===== config.mk =====
export PLATFORM = sky130hd
export DESIGN_NAME = board_mem_arbiter
export DESIGN_NICKNAME = d
export VERILOG_FILES = /design/src/rtl/board_mem_arbiter_pkg.sv /design/src/rtl/board_mem_arbiter_arb_pick.sv /design/src/rtl/board_mem_arbiter.sv
export SDC_FILE = /design/constraint.sdc
export NUM_CORES = 1
export LEC_CHECK = 0
export BUFFER_PORTS_ARGS = -buffer_cell sky130_fd_sc_hd__buf_4
export CORE_MARGIN = 3
export CORE_UTILIZATION = 40
export DETAILED_ROUTE_END_ITERATION = 12
export GPL_TIMING_DRIVEN = 0
export PLACE_DENSITY_LB_ADDON = 0.12
export SLEW_MARGIN = 20
export SYNTH_ARGS = -nofsm -noshare
export SYNTH_HDL_FRONTEND = slang
export SYNTH_SLANG_ARGS = --single-unit

===== constraint.sdc =====
create_clock -name clk -period 1.73 [get_ports clk]
set_clock_uncertainty 0.05 [all_clocks]
set_input_delay 0.0865 -clock clk [delete_from_list [all_inputs] [get_ports clk]]
set_output_delay 0.0865 -clock clk [all_outputs]
set_load 0.01 [all_outputs]

===== src/rtl/board_mem_arbiter_pkg.sv =====
// Shared board-memory definitions: geometry, cell encodings, channel map and arbiter FSM states.
package board_mem_arbiter_pkg;

    localparam int BOARD_ADDR_W = 7;
    localparam int BOARD_DATA_W = 2;

    localparam logic [BOARD_DATA_W-1:0] CELL_EMPTY = 2'b00;
    localparam logic [BOARD_DATA_W-1:0] CELL_BLACK = 2'b01;
    localparam logic [BOARD_DATA_W-1:0] CELL_WHITE = 2'b10;

    localparam int CH_INIT = 0;
    localparam int CH_VALI = 1;
    localparam int CH_FLIP = 2;
    localparam int CH_VGA  = 3;

    typedef enum logic {
        ST_IDLE = 1'b0,
        ST_BUSY = 1'b1
    } arb_state_t;

endpackage


===== src/rtl/board_mem_arbiter_arb_pick.sv =====
// Combinational winner picker: fixed priority (highest index) or round-robin from a start pointer.
module arb_pick #(
    parameter int NUM_CH  = 4,
    parameter int RR_MODE = 0,
    parameter int PTR_W   = 2
) (
    input  logic [NUM_CH-1:0] req,
    input  logic [NUM_CH-1:0] exclude,
    input  logic [PTR_W-1:0]  start,
    output logic [NUM_CH-1:0] winner
);

    logic [NUM_CH-1:0] cand;
    logic              found;
    int                idx;

    // Pick one candidate; excluded channels never win.
    always_comb begin
        cand   = req & ~exclude;
        winner = '0;
        found  = 1'b0;
        idx    = 0;
        if (RR_MODE != 0) begin
            for (int i = 0; i < NUM_CH; i++) begin
                idx = (int'(start) + i) % NUM_CH;
                if (!found && cand[idx]) begin
                    winner[idx] = 1'b1;
                    found       = 1'b1;
                end
            end
        end else begin
            for (int i = 0; i < NUM_CH; i++) begin
                if (cand[i]) begin
                    winner    = '0;
                    winner[i] = 1'b1;
                end
            end
        end
    end

endmodule


===== src/rtl/board_mem_arbiter.sv =====
// Board memory arbiter: grants one channel at a time, muxes its access onto the memory
// port and routes synchronous read data back to the channel that issued the read.
module board_mem_arbiter
    import board_mem_arbiter_pkg::*;
#(
    parameter int NUM_CH   = 4,
    parameter int ADDR_W   = BOARD_ADDR_W,
    parameter int DATA_W   = BOARD_DATA_W,
    parameter int RR_MODE  = 0,
    parameter int HOLD_MAX = 0
) (
    input  logic                     clk,
    input  logic                     rst,
    input  logic [NUM_CH-1:0]        req,
    input  logic [NUM_CH*ADDR_W-1:0] addr_in,
    input  logic [NUM_CH*DATA_W-1:0] data_in,
    input  logic [NUM_CH-1:0]        wren_in,
    input  logic [DATA_W-1:0]        mem_rdata,
    output logic [NUM_CH-1:0]        gnt,
    output logic [ADDR_W-1:0]        addr_out,
    output logic [DATA_W-1:0]        data_out,
    output logic                     wren_out,
    output logic [DATA_W-1:0]        rdata,
    output logic [NUM_CH-1:0]        rvalid
);

    localparam int PTR_W = $clog2(NUM_CH);
    localparam int CNT_W = (HOLD_MAX > 0) ? $clog2(HOLD_MAX + 1) : 1;
    localparam logic [CNT_W-1:0] HOLD_TOP  = CNT_W'(HOLD_MAX);
    localparam logic [CNT_W-1:0] HOLD_LAST = CNT_W'((HOLD_MAX > 0) ? HOLD_MAX - 1 : 0);
    localparam logic [PTR_W-1:0] LAST_CH   = PTR_W'(NUM_CH - 1);

    arb_state_t        state, state_nxt;
    logic [PTR_W-1:0]  owner, last_owner, start_ptr, win_idx;
    logic [CNT_W-1:0]  hold_cnt;
    logic [NUM_CH-1:0] exclude, win;
    logic              own_req, own_wren, hold_hit, grant_new, mem_active;
    logic [DATA_W-1:0] rdata_hold;

    assign own_req   = req[owner];
    assign own_wren  = wren_in[owner];
    assign exclude   = (state == ST_BUSY) ? gnt : '0;
    assign start_ptr = (last_owner == LAST_CH) ? '0 : last_owner + 1'b1;
    assign hold_hit  = (HOLD_MAX > 0) && (hold_cnt >= HOLD_LAST);

    arb_pick #(
        .NUM_CH  (NUM_CH),
        .RR_MODE (RR_MODE),
        .PTR_W   (PTR_W)
    ) u_pick (
        .req     (req),
        .exclude (exclude),
        .start   (start_ptr),
        .winner  (win)
    );

    // Convert the one-hot winner into a channel index.
    always_comb begin
        win_idx = '0;
        for (int i = 0; i < NUM_CH; i++) begin
            if (win[i]) win_idx = PTR_W'(i);
        end
    end

    // Next state: new grant from idle, handover on release, preemption once the hold budget is spent.
    always_comb begin
        state_nxt = state;
        grant_new = 1'b0;
        unique case (state)
            ST_IDLE: begin
                if (|win) begin
                    state_nxt = ST_BUSY;
                    grant_new = 1'b1;
                end
            end
            ST_BUSY: begin
                if (!own_req) begin
                    if (|win) grant_new = 1'b1;
                    else      state_nxt = ST_IDLE;
                end else if (hold_hit && |win) begin
                    grant_new = 1'b1;
                end
            end
            default: state_nxt = ST_IDLE;
        endcase
    end

    // State, grant, owner bookkeeping and the saturating hold counter.
    always_ff @(posedge clk) begin
        if (rst) begin
            state      <= ST_IDLE;
            gnt        <= '0;
            owner      <= '0;
            last_owner <= LAST_CH;
            hold_cnt   <= '0;
        end else begin
            state <= state_nxt;
            if (grant_new) begin
                gnt        <= win;
                owner      <= win_idx;
                last_owner <= win_idx;
                hold_cnt   <= '0;
            end else if (state_nxt == ST_IDLE) begin
                gnt      <= '0;
                hold_cnt <= '0;
            end else if ((HOLD_MAX > 0) && (hold_cnt != HOLD_TOP)) begin
                hold_cnt <= hold_cnt + 1'b1;
            end
        end
    end

    // Tag a read with the issuing channel so the return follows it across a handover.
    always_ff @(posedge clk) begin
        if (rst) begin
            rvalid     <= '0;
            rdata_hold <= '0;
        end else begin
            rvalid <= (state == ST_BUSY && own_req && !own_wren) ? gnt : '0;
            if (|rvalid) rdata_hold <= mem_rdata;
        end
    end

    assign rdata = (|rvalid) ? mem_rdata : rdata_hold;

    // Only an actively requesting owner drives the memory port; reset forces it quiet.
    assign mem_active = (state == ST_BUSY) && own_req && !rst;
    assign addr_out   = mem_active ? addr_in[int'(owner)*ADDR_W +: ADDR_W] : '0;
    assign data_out   = mem_active ? data_in[int'(owner)*DATA_W +: DATA_W] : '0;
    assign wren_out   = mem_active && own_wren;

endmodule


# Yosys cells after proc, flatten, opt, wreduce, memory -nomap -nowiden
# Cells that the tools add are included.
totals:
  register_bits: 13
  out_inout_bits: 20
  wordCells: 45
op_classes:
  mul: 1
  order_cmp: 1
  n_eq_ne: 1
  shifts: 2
  mux: 22
  n_bitwise: 4
  reduce_logical: 9
ops:
  columns: ["cell", "count"]
  rows:
  - ["$shiftx 28x6->7", 1]
  - ["$mux 4", 4]
  - ["$mux 2", 5]
  - ["$reduce_or 4->1", 2]
  - ["$shiftx 8x4->2", 1]
  - ["$mux 1", 7]
  - ["$mux 7", 1]
  - ["$mul 2x3->5 const B", 1]
  - ["$and 4x4->4", 1]
  - ["$bmux 1 s2", 2]
  - ["$logic_and 1x1->1", 4]
  - ["$not 4->4", 1]
  - ["$pmux 1 s2", 2]
  - ["$lt 2x3->1 const B", 1]
  - ["$mux 3", 1]
  - ["$logic_not 1->1", 2]
  - ["$ne 2x1->1 const B", 1]
  - ["$not 1->1", 2]
  - ["$reduce_or 2->1", 1]

# Logic depth before layout (Yosys ltp)
logic_depth:
  ltp_word: 13
  mapped_depth: 6

# Hierarchy
# From an unflattened synthesis, not the netlist that was laid out.
hier_totals:
  cells_unflattened: 97
  hier_area_um2: 1003.5
modules_own_cells:
  columns: ["module", "n_inst", "cells_each", "area_each_um2", "seq_area_each_um2"]
  rows:
  - ["board_mem_arbiter", 1, 90, 925.9, 300.3]
  - ["arb_pick", 1, 7, 77.6, 0.0]

# Worst setup path after synthesis
# No wires, ideal clock.
synth_path:
  path_kind: "register to register"
  startpoint: "register state"
  endpoint: "register owner[0]"
  setup_ps: 131
  arrival_ps: 1257
  setup_slack_ps: 292
  path_stages_with_launch: 6
  path_buffers: 1
  path_cell_list: "dfxtp_1 > buf_6 > a21boi_2 > mux2_4 > a311oi_1 > o32ai_1"
synth_via:
  elab_chain_len: 11
synth_lines:
  columns: ["element", "line_no", "source"]
  rows:
  - ["start, declared", "board_mem_arbiter.sv:33", "arb_state_t state, state_nxt;"]
  - ["start signal, assigned", "board_mem_arbiter.sv:97", "state <= state_nxt;"]
  - ["$mux 4", "board_mem_arbiter.sv:42", "assign exclude = (state == ST_BUSY) ? gnt : '0;"]
  - ["$not 4->4", "board_mem_arbiter_arb_pick.sv:19", "cand = req & ~exclude;"]
  - ["$and 4x4->4", "board_mem_arbiter_arb_pick.sv:19", null]
  - ["$mux 1", "board_mem_arbiter_arb_pick.sv:33", "if (cand[i]) begin"]
  - ["$mux 2", "board_mem_arbiter_arb_pick.sv:33", null]
  - ["$mux 3", "board_mem_arbiter_arb_pick.sv:33", null]
  - ["$mux 4", "board_mem_arbiter_arb_pick.sv:33", null]
  - ["$reduce_or 4->1", null, null]
  - ["$mux 1", "board_mem_arbiter.sv:71, board_mem_arbiter.sv:78", null]
  - ["$mux 1", "board_mem_arbiter.sv:77", "if (!own_req) begin"]
  - ["$pmux 1 s2", "board_mem_arbiter.sv:69", "unique case (state)"]
  - ["end signal, assigned", "board_mem_arbiter.sv:100", "owner <= win_idx;"]
  - ["end, declared", "board_mem_arbiter.sv:34", "logic [PTR_W-1:0] owner, last_owner, start_ptr, win_idx;"]
# Several ways; a longest one is shown, not always the timed one.
# A chain may end at the register's enable or synchronous reset.

# Worst setup path in the final report
layout_path:
  startpoint: "register owner[0]"
  endpoint: "output port data_out[0]"
layout_via:
  elab_chain_len: 5
layout_lines:
  columns: ["element", "line_no", "source"]
  rows:
  - ["$bmux 1 s2", "board_mem_arbiter.sv:40", "assign own_req = req[owner];"]
  - ["$mux 1 (implied by the code)", "board_mem_arbiter.sv:40", null]
  - ["$logic_and 1x1->1 (2 in series)", "board_mem_arbiter.sv:126", "assign mem_active = (state == ST_BUSY) && own_req && !rst;"]
  - ["$mux 2 (*)", "board_mem_arbiter.sv:128", "assign data_out = mem_active ? data_in[int'(owner)*DATA_W +: DATA_W] : '0;"]
  - ["end, declared", "board_mem_arbiter.sv:21", "output logic [DATA_W-1:0] data_out,"]
# Every way passes the cells marked *; elsewhere a longest branch is shown, timed or not. The select of a mux whose other input is x is not followed.

==> flow_summary.json <==
{
  "drt-pass1-iter-count": 4,
  "syn_nets": 142,
  "grt_use_total": 0.2242,
  "worst-endpoint-required_ns": 1.59,
  "crit_path_end": "data_out[0]",
  "yosysMostFrequentCell": "dfxtp_1",
  "finalHoldViolations": 0,
  "cts_tree": "built",
  "vdd_ir_drop_max_uv": 492.0,
  "status": "finished with violations",
  "crit_cells": 4,
  "worst_path_max_delay_cell": "mux4_2",
  "max_stage_delay_ns": 0.51,
  "violations": "negative setup slack",
  "pre_cts_slack_ns": 0.1047,
  "hp-class": "input pin to flip-flop",
  "gp_congestion": 0.7772,
  "nets": 219,
  "clk_latency_ns": 0.28,
  "start_util": 0.4267,
  "p_clk_frac": 0.181,
  "htree_levels": 1,
  "combPwrFrac": 0.485,
  "dp_cells": 189,
  "dieArea_um2": 3030,
  "r2r_setup_slack_ns": 0.18,
  "cp-startpoint": "owner[0]",
  "crit_type": "flip-flop to output pin",
  "fin_cells": 198,
  "boundaryPins": 68,
  "grt_pass1_vias": 1071,
  "core_region_area_um2": 2255,
  "n_antenna_cell": 0,
  "pwr-share-seq": 0.334,
  "async_flop_share": 0,
  "drive_above_1_share": 0.6471,
  "r2r_cells": 5,
  "rsz0062_at_grt": "yes",
  "ys_seq_elements": 13,
  "finalSetupViolCount": 8,
  "p_int_mw": 0.7152,
  "cp_max_fo": 5,
  "period_minus_slack_ns": 1.753,
  "grt.overflow.total": 0,
  "die_x_um": 55.05,
  "dp_hpwl_um": 2489,
  "synth_top_area_frac": 0.2705,
  "clk_pin_slew_ns": 0.09,
  "clock_sinks": 13,
  "cp-start-kind": "flip-flop",
  "crit_family": "multiplexers",
  "cp.buffers_inverters": 2,
  "dr_total_vias": 1092,
  "drv_cap": 0,
  "r2r-end": "owner[0]",
  "post-route-period-util": 1.013,
  "die_h_um": 55.05,
  "fin_total_pwr_mw": 1.037,
  "tightest_slew_ns": 0.4396,
  "final_util": 0.7531,
  "yosys.area.top_type": "dfxtp_1",
  "slew_headroom": 0.7069,
  "cts_root_buf": "clkbuf_4",
  "synth_commonest_cells": "dfxtp_1, and3_1, nand2_1, mux4_2, and2_1",
  "rows": 17,
  "grt_first_pass_wirelength_um": 4843,
  "critPathArrivalTime_ns": 1.62,
  "crit_chain": "buf_6, mux4_2, and3_4, buf_6",
  "p_sw_frac": 0.3101,
  "area_delta_synth_final_pct": 76.46,
  "avgSynthCellArea_um2": 10.24,
  "numCtsBuffers": 3,
  "syn_area_um2": 962.2,
  "grt_antenna_before_repair": 0,
  "syn_inst": 94,
  "avgRoutedWirePerCell_um": 16.44,
  "maxSlewViolCount": 0,
  "critPathCaptureType": "output pin",
  "via_per_inst": 5.515,
  "ys_types": 35,
  "synth-seq-area-share": 0.2705,
  "wl_um": 3255,
  "setup_slack_ns": -0.02270,
  "ant_nets": 0,
  "synth.area.top_cells": "dfxtp_1, mux4_2, and3_1",
  "synth_flop_cell": "dfxtp_1",
  "powerDensity_nw_per_um2": 610.6,
  "max-clock-path-buffers": 2,
  "power.switching_mw": 0.3214,
  "clock.fmax_mhz": 570.5,
  "drt_iter0_drc": 20,
  "synth_edf_count": 0,
  "power_leakage_nw": 0.7584,
  "grt_start_max_net_pins": 11,
  "critPathMostFrequentCell": "buf_6",
  "yosys_warnings": 0,
  "remaining_drc_errors": 0,
  "io_buffer_count": 67,
  "reg2reg_from": "state"
}
per-layer routing:
layer,GRT usage,wire length [um],up-vias
met2,0.4606,1833,47
met5,0,0,-
met3,0.04021,199,2
met4,0.05263,19,0
met1,0.2268,1202,527
li1,-,-,516
stage by stage:
step	instance area [um^2]	hold slack, ns	setup TNS, ns
after floorplan	962.2	0.09894	0
after global placement	1500	0.2600	0
after detailed placement	1500	0.2678	0
after CTS	1662	0.05708	-0.07660
after global routing	1698	0.07980	-0.5473
final	1698	0.07206	-0.09504
state kept, by name, indices dropped and copies added, names as in the netlist:
name / count
owner: 2
gnt: 4
rvalid: 4
state: 1
rdata_hold: 2
final cells by class:
type / instances / area, um^2
plain buffers: 5 / 45.04
clock buffers: 4 / 26.28
fillers: 158 / 556.8
inverters: 4 / 15.01
multi-input cells: 72 / 730.7
flip-flops and latches: 13 / 265.3
well taps: 28 / 35.03
repair buffers: 72 / 580.6
how the worst min path moves through the flow:
| stage | end | slack [ns] | cells after the start | start |
|---|---|---|---|---|
| floorplan | gnt[3] | 0.1 | 1 | rst |
| CTS | gnt[2] | 0.06 | 3 | req[2] |
| global route | gnt[2] | 0.08 | 3 | req[2] |
| detailed placement | gnt[3] | 0.27 | 2 | rst |
| finish | gnt[2] | 0.07 | 3 | req[2] |
| global placement | gnt[3] | 0.26 | 2 | rst |
timing repair:
item	CTS	global route
hold buffers	1	0
pin swaps	10	1
hold endpoints to repair	5	0
gates resized for setup	26	6
endpoints found under the setup margin	10	10
cloned	1	0
buffers inserted	3	0
power groups by stage:
stage | Combinational [mW] | Clock [mW] | Sequential (mW)
2_1_floorplan | 0.246 | 0 | 0.341
3_3_place_gp | 0.399 | 0 | 0.341
3_5_place_dp | 0.413 | 0 | 0.343
4_1_cts | 0.485 | 0.190 | 0.344
5_1_grt | 0.534 | 0.204 | 0.351
6_report | 0.503 | 0.188 | 0.346
tightest hold or removal path, delay by kind of cell:
family	cells	cell delay, ns
AO/OA/AOI/OAI	1	0.06
buffers and inverters	1	0.13
AND/OR/NAND/NOR	1	0.07
cell usage in the layout (no fill, tap or decap), types with 2 or more instances in the layout:
master / count
a21oi_1: 5
and2_1: 6
and3_4: 9
buf_4: 62
buf_6: 13
clkbuf_1: 2
clkbuf_4: 3
dfxtp_1: 11
inv_1: 3
mux2_1: 2
mux2i_4: 2
mux4_2: 10
nand2_1: 10
nand2b_1: 3
nand3_1: 2
nor2_1: 4
o221ai_1: 2
logic make-up (layout without fill, tap and decap cells):
group | count (synthesis) | in the layout | synth area share
AND/OR/NAND/NOR | 39 | 39 | 0.2250
AO/OA/AOI/OAI | 18 | 18 | 0.1509
multiplexers | 15 | 15 | 0.2978
flip-flops | 13 | 13 | 0.2705
buffers and inverters | 9 | 85 | 0.05590
Power figures use the tool's default switching activity.
